===== src/rtl/adc_host_pkg.sv =====
// Shared definitions for the ADC conversion host: controller states,
// default timing constants and the result width.
package adc_host_pkg;

    localparam int RES_W      = 10;   // ADC result width
    localparam int SAMPLE_DEF = 8;    // default sample-phase length (clk cycles)
    localparam int TIMEOUT    = 255;  // max wait for adc_done after st_conv falls
    localparam int SYNC_DEF   = 2;    // default adc_done synchronizer depth

    typedef enum logic [2:0] {
        S_INIT    = 3'd0,
        S_IDLE    = 3'd1,
        S_SAMPLE  = 3'd2,
        S_CONV    = 3'd3,
        S_CAPTURE = 3'd4,
        S_GAP     = 3'd5
    } state_t;

    // Sample-phase length: a programmed value of zero selects the default.
    function automatic logic [7:0] eff_sample(input logic [7:0] n, input logic [7:0] def_n);
        return (n == 8'd0) ? def_n : n;
    endfunction

endpackage


===== src/rtl/adc_conv_host_if.sv =====
// ADC pin bundle plus the valid/ready result channel.
// master = the conversion host, slave = the ADC / result consumer side.
interface adc_conv_host_if;
    import adc_host_pkg::*;

    logic             st_conv;
    logic             adc_cal;
    logic             adc_rst;
    logic             adc_done;
    logic [RES_W-1:0] adc_result;
    logic [RES_W-1:0] data_out;
    logic             data_valid;
    logic             data_ready;

    modport master (
        output st_conv, adc_cal, adc_rst, data_out, data_valid,
        input  adc_done, adc_result, data_ready
    );

    modport slave (
        input  st_conv, adc_cal, adc_rst, data_out, data_valid,
        output adc_done, adc_result, data_ready
    );

endinterface


===== src/rtl/sync_edge.sv =====
// Multi-flop synchronizer for an asynchronous level, followed by a
// rising-edge detector producing a one-cycle pulse in the clk domain.
module sync_edge #(
    parameter int STAGES = 2
) (
    input  logic clk,
    input  logic rst,
    input  logic i_d,
    output logic o_rise
);

    logic [STAGES-1:0] r_sync;
    logic              r_prev;

    // Shift the async level through the synchronizer chain, remember last value.
    // NOTE: flops are written with <= so every stage samples the pre-edge value of its neighbour.
    always_ff @(posedge clk or posedge rst) begin
        if (rst) begin
            r_sync <= '0;
            r_prev <= 1'b0;
        end else begin
            r_sync[0] <= i_d;
            for (int i = 1; i < STAGES; i++) begin
                r_sync[i] <= r_sync[i-1];
            end
            r_prev <= r_sync[STAGES-1];
        end
    end

    assign o_rise = r_sync[STAGES-1] & ~r_prev;

endmodule


===== src/rtl/adc_conv_host.sv =====
// Conversion sequencer for an external ADC: sample/convert strobing,
// calibration requests, done timeout, and a valid/ready result register.
module adc_conv_host #(
    parameter int SAMPLE_DEF  = adc_host_pkg::SAMPLE_DEF,
    parameter int TIMEOUT     = adc_host_pkg::TIMEOUT,
    parameter int SYNC_STAGES = adc_host_pkg::SYNC_DEF
) (
    input  logic                   clk,
    input  logic                   rst,
    input  logic                   i_enable,
    input  logic                   i_single,
    input  logic                   i_cal_req,
    input  logic [7:0]             i_sample_cycles,
    input  logic [15:0]            i_period_cycles,
    adc_conv_host_if.master        io_adc,
    output logic                   o_busy,
    output logic                   o_timeout_err,
    output logic                   o_overrun
);
    import adc_host_pkg::*;

    localparam logic [15:0] TIMEOUT_LAST = 16'(TIMEOUT - 1);
    localparam logic [7:0]  SAMPLE_DEF_N = 8'(SAMPLE_DEF);

    state_t           r_state;
    state_t           w_next;
    logic [15:0]      r_cnt;        // cycles spent in the current state
    logic [15:0]      r_since;      // cycles since st_conv last rose
    logic [7:0]       r_n_sample;   // sample length latched at S_SAMPLE entry
    logic             r_cal_pend;   // calibration requested, not yet completed
    logic             r_cal_run;    // the conversion in flight is a calibration
    logic [RES_W-1:0] r_data;
    logic             r_valid;
    logic             r_timeout_err;
    logic             r_overrun;

    logic             w_done_rise;
    logic             w_enter_sample;
    logic             w_accept;
    logic             w_timeout;

    sync_edge #(.STAGES(SYNC_STAGES)) u_done_sync (
        .clk    (clk),
        .rst    (rst),
        .i_d    (io_adc.adc_done),
        .o_rise (w_done_rise)
    );

    assign w_enter_sample = (w_next == S_SAMPLE) && (r_state != S_SAMPLE);
    assign w_accept       = r_valid && io_adc.data_ready;
    assign w_timeout      = (r_state == S_CONV) && (w_next == S_IDLE);

    // Next-state decode.
    // NOTE: w_next gets a default before the case so no path leaves it unassigned (no latch).
    always_comb begin
        w_next = r_state;
        case (r_state)
            S_INIT:    if (r_cnt == 16'd1) w_next = S_IDLE;
            S_IDLE:    if (i_enable || i_single) w_next = S_SAMPLE;
            S_SAMPLE:  if (r_cnt == {8'd0, r_n_sample} - 16'd1) w_next = S_CONV;
            S_CONV: begin
                if (w_done_rise)                w_next = S_CAPTURE;
                else if (r_cnt == TIMEOUT_LAST) w_next = S_IDLE;
            end
            S_CAPTURE: w_next = i_enable ? S_GAP : S_IDLE;
            S_GAP: begin
                // Leave once the next cycle would land on the programmed period.
                if (({1'b0, r_since} + 17'd1) >= {1'b0, i_period_cycles})
                    w_next = i_enable ? S_SAMPLE : S_IDLE;
            end
            default:   w_next = S_INIT;
        endcase
    end

    // State register; reset aborts any conversion and re-runs the ADC reset.
    always_ff @(posedge clk or posedge rst) begin
        if (rst) r_state <= S_INIT;
        else     r_state <= w_next;
    end

    // Per-state cycle counter and period counter, both saturating.
    always_ff @(posedge clk or posedge rst) begin
        if (rst) begin
            r_cnt      <= '0;
            r_since    <= '0;
            r_n_sample <= '0;
        end else begin
            if (w_next != r_state)    r_cnt <= '0;
            else if (r_cnt != 16'hFFFF) r_cnt <= r_cnt + 16'd1;

            if (w_enter_sample) begin
                r_since    <= '0;
                r_n_sample <= eff_sample(i_sample_cycles, SAMPLE_DEF_N);
            end else if (r_since != 16'hFFFF) begin
                r_since <= r_since + 16'd1;
            end
        end
    end

    // Calibration bookkeeping: a request is held until a calibration conversion completes.
    always_ff @(posedge clk or posedge rst) begin
        if (rst) begin
            r_cal_pend <= 1'b0;
            r_cal_run  <= 1'b0;
        end else begin
            if (i_cal_req)                                r_cal_pend <= 1'b1;
            else if (r_state == S_CAPTURE && r_cal_run)   r_cal_pend <= 1'b0;

            if (w_enter_sample)                           r_cal_run <= r_cal_pend | i_cal_req;
            else if (r_state == S_CAPTURE || w_timeout)   r_cal_run <= 1'b0;
        end
    end

    // Result register, valid/ready handshake and sticky error flags.
    always_ff @(posedge clk or posedge rst) begin
        if (rst) begin
            r_data        <= '0;
            r_valid       <= 1'b0;
            r_timeout_err <= 1'b0;
            r_overrun     <= 1'b0;
        end else begin
            if (r_state == S_CAPTURE && !r_cal_run) begin
                // A word consumed this very cycle frees the slot for the new one.
                if (!r_valid || w_accept) begin
                    r_data  <= io_adc.adc_result;
                    r_valid <= 1'b1;
                end else begin
                    r_overrun <= 1'b1;
                end
            end else if (w_accept) begin
                r_valid <= 1'b0;
            end

            if (w_timeout) r_timeout_err <= 1'b1;
        end
    end

    // Pin outputs decode straight from state so reset drops st_conv immediately.
    assign io_adc.st_conv    = (r_state == S_SAMPLE);
    assign io_adc.adc_rst    = (r_state == S_INIT);
    assign io_adc.adc_cal    = r_cal_run;
    assign io_adc.data_out   = r_data;
    assign io_adc.data_valid = r_valid;
    assign o_busy            = (r_state != S_IDLE);
    assign o_timeout_err     = r_timeout_err;
    assign o_overrun         = r_overrun;

endmodule


===== src/flat_wrapper.sv =====
// flat-port wrapper written by rule: the top's interface ports become plain ports
module adc_conv_host_flat import adc_host_pkg::*;
#(
    parameter int SAMPLE_DEF  = adc_host_pkg::SAMPLE_DEF,
    parameter int TIMEOUT     = adc_host_pkg::TIMEOUT,
    parameter int SYNC_STAGES = adc_host_pkg::SYNC_DEF
)
  (clk, rst, i_enable, i_single, i_cal_req, i_sample_cycles, i_period_cycles, o_busy, o_timeout_err, o_overrun, io_adc_st_conv, io_adc_adc_cal, io_adc_adc_rst, io_adc_data_out, io_adc_data_valid, io_adc_adc_done, io_adc_adc_result, io_adc_data_ready);
  adc_conv_host_if io_adc_i ();
  input  logic clk;
  input  logic rst;
  input  logic i_enable;
  input  logic i_single;
  input  logic i_cal_req;
  input  logic [7:0] i_sample_cycles;
  input  logic [15:0] i_period_cycles;
  output logic o_busy;
  output logic o_timeout_err;
  output logic o_overrun;
  output wire logic [$bits(io_adc_i.st_conv)-1:0] io_adc_st_conv;
  output wire logic [$bits(io_adc_i.adc_cal)-1:0] io_adc_adc_cal;
  output wire logic [$bits(io_adc_i.adc_rst)-1:0] io_adc_adc_rst;
  output wire logic [$bits(io_adc_i.data_out)-1:0] io_adc_data_out;
  output wire logic [$bits(io_adc_i.data_valid)-1:0] io_adc_data_valid;
  input wire logic [$bits(io_adc_i.adc_done)-1:0] io_adc_adc_done;
  input wire logic [$bits(io_adc_i.adc_result)-1:0] io_adc_adc_result;
  input wire logic [$bits(io_adc_i.data_ready)-1:0] io_adc_data_ready;
  assign io_adc_st_conv = io_adc_i.st_conv;
  assign io_adc_adc_cal = io_adc_i.adc_cal;
  assign io_adc_adc_rst = io_adc_i.adc_rst;
  assign io_adc_data_out = io_adc_i.data_out;
  assign io_adc_data_valid = io_adc_i.data_valid;
  assign io_adc_i.adc_done = io_adc_adc_done;
  assign io_adc_i.adc_result = io_adc_adc_result;
  assign io_adc_i.data_ready = io_adc_data_ready;
  adc_conv_host #(.SAMPLE_DEF(SAMPLE_DEF), .TIMEOUT(TIMEOUT), .SYNC_STAGES(SYNC_STAGES)) u_core (.clk(clk), .rst(rst), .i_enable(i_enable), .i_single(i_single), .i_cal_req(i_cal_req), .i_sample_cycles(i_sample_cycles), .i_period_cycles(i_period_cycles), .io_adc(io_adc_i), .o_busy(o_busy), .o_timeout_err(o_timeout_err), .o_overrun(o_overrun));
endmodule

===== config.mk =====
export PLATFORM = sky130hd
export DESIGN_NAME = adc_conv_host_flat
export DESIGN_NICKNAME = d
export VERILOG_FILES = /design/src/rtl/adc_host_pkg.sv /design/src/rtl/adc_conv_host_if.sv /design/src/rtl/sync_edge.sv /design/src/rtl/adc_conv_host.sv /design/src/flat_wrapper.sv
export SDC_FILE = /design/constraint.sdc
export NUM_CORES = 1
export LEC_CHECK = 0
export ABC_AREA = 1
export BUFFER_PORTS_ARGS = -buffer_cell sky130_fd_sc_hd__clkbuf_2
export CAP_MARGIN = 25
export CELL_PAD_IN_SITES_DETAIL_PLACEMENT = 1
export CELL_PAD_IN_SITES_GLOBAL_PLACEMENT = 1
export CORE_MARGIN = 5
export CORE_UTILIZATION = 35
export DETAILED_ROUTE_END_ITERATION = 8
export GPL_TIMING_DRIVEN = 0
export PLACE_DENSITY_LB_ADDON = 0.1
export REMOVE_ABC_BUFFERS = 1
export SYNTH_ARGS = -nofsm -noshare
export SYNTH_HDL_FRONTEND = slang
export SYNTH_SLANG_ARGS = --single-unit

===== constraint.sdc =====
create_clock -name clk -period 8.9 [get_ports clk]
set_input_delay 0.445 -clock clk [delete_from_list [all_inputs] [get_ports clk]]
set_output_delay 0.445 -clock clk [all_outputs]
set_load 0.03 [all_outputs]

Word-level counts from Yosys, hierarchy flattened

Cells that the tools add are included.

Add/sub/neg operators: 4
$mul: 0
Divide/modulo/power cells: 0
Order comparisons: 1
Equal/unequal tests: 16
Shift-type cells: 0
Muxes and demuxes: 21
Bitwise operators: 4
Reductions and logical operators: 20

Operators with widths:

| operator              | count |
|---|---|
| $mux 16               | 4 |
| $add 16x1->16 const B | 2 |
| $ne 16x16->1 const B  | 2 |
| $mux 3                | 7 |
| $pmux 3 s6            | 1 |
| $add 16x1->17 const B | 1 |
| $ge 17x16->1          | 1 |
| $eq 16x1->1 const B   | 1 |
| $eq 16x16->1          | 1 |
| $eq 16x8->1 const B   | 1 |
| $reduce_bool 2->1     | 5 |
| $eq 3x2->1 const B    | 3 |
| $sub 8x1->9 const B   | 1 |
| $logic_not 8->1       | 1 |
| $mux 8                | 1 |
| $mux 1                | 7 |
| $eq 3x1->1 const B    | 2 |
| $eq 3x3->1 const B    | 2 |
| $reduce_and 2->1      | 3 |
| $logic_and 1x1->1     | 5 |
| $logic_not 3->1       | 1 |
| $logic_or 1x1->1      | 3 |
| $ne 3x1->1 const B    | 1 |
| $ne 3x2->1 const B    | 1 |
| other kinds (7)       | 9 |

Bits in registers: 61
Latch bits: 0
Bits in writable memories: 0
ROM bits: 0
Input port bits: 41
Output and inout bits: 17
Logic and storage cells: 78
Memories kept: 0

Logic depth before layout (Yosys ltp)

Depth in word-level cells: 9
Depth in mapped cells: 26
Gate-level depth less buffers: 25

Cells and area by module

A second synthesis with hierarchy kept.

Cells, all modules: 464
Area, all modules: 3,911.3 um^2

Modules (own cells, without submodules):

| module        | times used | cells an instance | area an instance (um^2) | sequential area each (um^2) |
|---|---|---|---|---|
| adc_conv_host | 1          | 458               | 3,822.4                 | 1,451.4 |
| sync_edge     | 1          | 6                 | 88.8                    | 75.1 |

Worst setup path after synthesis

Ideal clock, no wire load.

Path kind: flip-flop to flip-flop
From: register u_core.r_since[0]
To: register u_core.r_since[1]
Library setup time: 0.117 ns
Data arrival time: 2.745 ns
Data required time: 8.783 ns
Setup slack: 6.038 ns
Cell stages (with the launch flop): 26
Buffers on the path: 1
Period minus slack after synthesis: 2.862 ns
Cells stage by stage: dfrtp_1 -> nand3_1 -> nor4_1 -> nand2_1 -> nor2_1 -> nand2_1 -> xor2_1 -> inv_1 -> ha_1 -> nand2_1 -> inv_1 -> nand2_1 -> nor2_1 -> a21oi_1 -> nand2_1 -> nand2_1 -> nand2_1 -> nand2_1 -> nand2_2 -> nand2_2 -> nand2_2 -> nand2_4 -> buf_6 -> nand2_4 -> nand3_1 -> nand2_1

Longest elaborated chain between the ends: 7
Elaborated cells between the ends (all ways): 11
Classes of those cells: add/sub: 2; order compare: 1; eq/ne: 2; mux: 4; reduce/logical: 2

RTL lines:

| element                                      | line                | RTL |
|---|---|---|
| start: declaration                           | adc_conv_host.sv:28 | `logic [15:0] r_since;` |
| start signal: assignment                     | adc_conv_host.sv:95 | `r_since <= r_since + 16'd1;` |
| $add 16x1->17 (*)                            | adc_conv_host.sv:68 | `if (({1'b0, r_since} + 17'd1) >= {1'b0, i_period_cycles})` |
| $ge 17x16->1 (*)                             | adc_conv_host.sv:68 |  |
| $mux 3 (*)                                   | adc_conv_host.sv:68 |  |
| $pmux 3 s6 (*)                               | adc_conv_host.sv:57 | `case (r_state)` |
| via u_core.w_next[1]                         | adc_conv_host.sv:26 | `state_t w_next;` |
| $eq 3x2->1 (*)                               | adc_conv_host.sv:49 | `assign w_enter_sample = (w_next == S_SAMPLE) && (r_state != S_SAMPLE);` |
| $logic_and 1x1->1 (*)                        | adc_conv_host.sv:49 |  |
| $mux 16 or $reduce_bool 2->1 (tied branches) | --                  |  |

The timed path passes the listed nets; every way through them passes the cells marked *. The select of a mux whose other input is x is not followed.
A chain may end at the register's enable or synchronous reset.

Final worst setup path

From: register u_core.r_since[0]
To: register u_core.r_n_sample[6]

Longest elaborated chain between the ends: 6

RTL lines:

| element                | line                | RTL |
|---|---|---|
| $add 16x1->17          | adc_conv_host.sv:68 |  |
| $ge 17x16->1           | adc_conv_host.sv:68 |  |
| $mux 3                 | adc_conv_host.sv:68 |  |
| $pmux 3 s6             | adc_conv_host.sv:57 |  |
| via u_core.w_next[1]   | adc_conv_host.sv:26 |  |
| $eq 3x2->1             | adc_conv_host.sv:49 |  |
| $logic_and 1x1->1      | adc_conv_host.sv:49 |  |
| end signal: assignment | adc_conv_host.sv:93 | `r_n_sample <= eff_sample(i_sample_cycles, SAMPLE_DEF_N);` |
| end: declaration       | adc_conv_host.sv:29 | `logic [7:0] r_n_sample;` |

The timed path passes the listed nets, and every way through them passes these cells.

==> impl_metrics.py <==
metrics = {
    "drt": {
        "drt_first_iter_violations": 108,
        "post_drt_wl_per_cell_microns": 14.1,
        "drt-total-wl_microns": 10400,
        "antenna_left": 0,
        "via_per_inst": 4.77,
        "first_pass_iters": 4,
        "vias": 3521,
        "drc": 0,
    },
    "setup_path": {
        "cp_slowest_cell": "dfrtp_1",
        "crit_path_cell_trace": "nand3_1, nor4_1, nand2_1, nor2_1, nand2_1, xor2_1, inv_1, ha_1, nand2_1, inv_1, nand2_1, nor2_1, a21oi_1, nand2_1, nand2_1, nand2_1, nand2_1, nand2_2, nand2_2, nand2_2, nand2_4, inv_2, nand2_1, o21ai_0",
        "cp_common_cell": "nand2_1",
        "worst-path-buf-inv": 3,
        "cp-end-kind": "register",
        "rrSetupSlack_ns": 5.07,
        "cp.arrival_ns": 4.08,
        "worstSetupPathType": "reg2reg",
        "path_max_fanout": 22,
        "cpPeakStageDelay_ns": 0.48,
        "critPathRequiredTime_ns": 9.15,
        "cp-start-kind": "register",
        "critical_path.top_delay_family": "simple AND/OR/NAND/NOR gates",
    },
    "synth": {
        "ys_types": 39,
        "synth-seq-cells": 61,
        "synth-edff-count": 0,
        "ys.flop_type": "dfrtp_1",
        "synth-warning-count": 0,
        "synth_seq_area_share": 0.388,
        "synthCells": 531,
        "yosysTopAreaCellShare": 0.388,
        "async_flop_share": 1.00,
        "synthTopCellsByArea": "dfrtp_1 (39%), nand2_1 (14%), inv_1 (9.0%), ha_1 (6.7%), nor2_1 (4.5%)",
        "synth_commonest_cells": "nand2_1 (146), inv_1 (94), dfrtp_1 (61), nor2_1 (47), nand3_1 (29)",
        "synth_top_area_cell": "dfrtp_1",
        "syn_area_sq_um": 3940,
        "syn_area_per_cell_sq_um": 7.41,
        "synth_most_common_cell": "nand2_1",
    },
    "timing": {
        "period_share": 0.431,
        "max_slew_margin": 0.525,
        "worst_pin_slew_ns": 0.712,
        "grt_setup_unrepaired": "no",
        "finalHoldViolations": 0,
        "layout_setup_ws_ns": 5.07,
        "hold_ws_ns": 0.216,
        "fmax_mhz": 261,
        "report.final.slew_viol_count": 0,
        "fin_crit_ns": 3.83,
        "clock_skew_ns": 0.00540,
        "tns_ns": 0,
        "setup_viol": 0,
    },
    "grt": {
        "grt_start_max_net_pins": 33,
        "grt_pass1_wl_microns": 18100,
        "grt_overflow": 0,
        "antenna_found_initial": 0,
        "grt_usage": 0.170,
        "grt_pass1_vias": 3939,
    },
    "placed_design": {
        "pre_cts_slack_ns": 5.00,
        "detailed_place_hpwl_microns": 8190,
        "finalWeightedCongestion": 0.747,
        "io_buffers": 57,
    },
    "final_layout": {
        "syn2layout_area_growth_pct": 18.7,
        "diodes": 0,
        "drive_above_1_share": 0.181,
        "nets": 655,
        "post-route-util": 0.427,
    },
    "power_and_ir_drop": {
        "ir_drop_mv": 0.143,
        "power_mw": 1.24,
        "pwr_density_cell_nw_per_um2": 265,
        "p_leak_nw": 2.54,
    },
    "clocking": {
        "clock-root-buffer": "clkbuf_16",
        "clkLatencyLatePin_ns": 0.33,
        "clkTransAtPathRegs_ns": 0.05,
        "cts.sinks": 61,
        "cts_hold_buf": 0,
        "cts_buffer_depth": 2,
        "cts_max_level": 3,
        "post_cts_resized": 0,
        "postCtsSetupBuffers": 0,
        "numCtsBuffers": 9,
        "cts_tree": "built",
    },
    "floorplan": {
        "dieWidth_microns": 116,
        "io_pins": 58,
        "dieArea_sq_um": 13500,
        "die_y_microns": 116,
        "row_count": 38,
        "initial_core_util": 0.360,
        "core_sq_um": 10900,
    },
    "min_path": {
        "hold_path.class": "in2async",
    },
    "outcome": {
        "status": "finished, final reports clean",
    },
    "flow_run": {
        "max_cap_violations": 0,
    },
}
-- cells in the final DEF, fill, tap and decap left out, types with 14 or more instances in the layout --
cell type    n
nor2_1      47
ha_1        21
dfrtp_1     61
xor2_1      15
clkbuf_2    57
inv_1       93
nand2_1    146
a21oi_1     17
o21ai_0     14
nand3_1     29
-- through the flow --
stage	cell area (sq um)	cells
global placement	4340	721
CTS	4670	738
finish	4670	738
global route	4670	738
floorplan	3880	524
detailed placement	4360	722
-- routing by layer --
metal	up-vias	GRT usage	part of all wire
met1	1672	0.206	0.45
li1	1781	-	-
met2	54	0.302	0.50
met4	0	0.0518	0.018
met5	-	0	0
met3	14	0.0366	0.032
-- worst paths after layout --
path | startpoint | end | cells after the start
max in group asynchronous | rst | u_core.r_since[2]$_DFFE_PP0P_ | 3
max | u_core.r_since[0]$_DFFE_PP0P_ | u_core.r_n_sample[6]$_DFFE_PP0P_ | 24
min reg2reg | u_core.u_done_sync.r_sync[0]$_DFF_PP0_ | u_core.u_done_sync.r_sync[1]$_DFF_PP0_ | 0
min in group clk | io_adc_adc_done | u_core.u_done_sync.r_sync[0]$_DFF_PP0_ | 1
min | rst | u_core.io_adc.data_out[1]$_DFFE_PP0P_ | 2
max reg2reg | u_core.r_since[0]$_DFFE_PP0P_ | u_core.r_n_sample[6]$_DFFE_PP0P_ | 24
-- flip-flops by register name, summed over array words and instances (netlist names) --
| register | flops |
|---|---|
| u_core.r_cnt | 16 |
| u_core.r_since | 16 |
| u_core.io_adc.data_out | 10 |
| u_core.r_n_sample | 8 |
| u_core.r_state | 3 |
| u_core.u_done_sync.r_sync | 2 |
| u_core.io_adc.adc_cal | 1 |
| u_core.io_adc.data_valid | 1 |
| u_core.o_overrun | 1 |
| u_core.o_timeout_err | 1 |
| u_core.r_cal_pend | 1 |
| u_core.u_done_sync.r_prev | 1 |
-- cell families (layout without fill, tap and decap cells) --
kind of cell | after synthesis | count (layout) | share of synthesized area
compound gates | 46 | 46 | 0.0652
fa+ha+maj | 21 | 21 | 0.0668
buf+inv | 108 | 175 | 0.110
simple gates | 275 | 275 | 0.326
xor+xnor | 20 | 20 | 0.0445
flops | 61 | 61 | 0.388
-- power breakdown --
group	leakage [nW]	switching (mW)	internal, mW
Clock	0.147	0.123	0.245
Combinational	1.59	0.336	0.146
Sequential	0.804	0.0569	0.330
-- worst reg2reg max path, stage by stage (launching register included) --
cell and delay [ns]:
dfrtp_1 0.48, nand3_1 0.18, nor4_1 0.43, nand2_1 0.15
nor2_1 0.21, nand2_1 0.09, xor2_1 0.19, inv_1 0.07
ha_1 0.28, nand2_1 0.05, inv_1 0.07, nand2_1 0.07
nor2_1 0.18, a21oi_1 0.09, nand2_1 0.08, nand2_1 0.06
nand2_1 0.05, nand2_1 0.09, nand2_2 0.08, nand2_2 0.07
nand2_2 0.09, nand2_4 0.18, inv_2 0.31, nand2_1 0.10
o21ai_0 0.08
-- cell type report --
cell class	count	area [sq um]
timing repair buffer	58	305
clock buffer	12	236
fill	1418	6260
tap	140	175
sequential	61	1530
multi-input combinational	362	1980
clock inverter	4	72.6
inverter	101	379
Note: power is estimated with default switching activity, not from simulation.
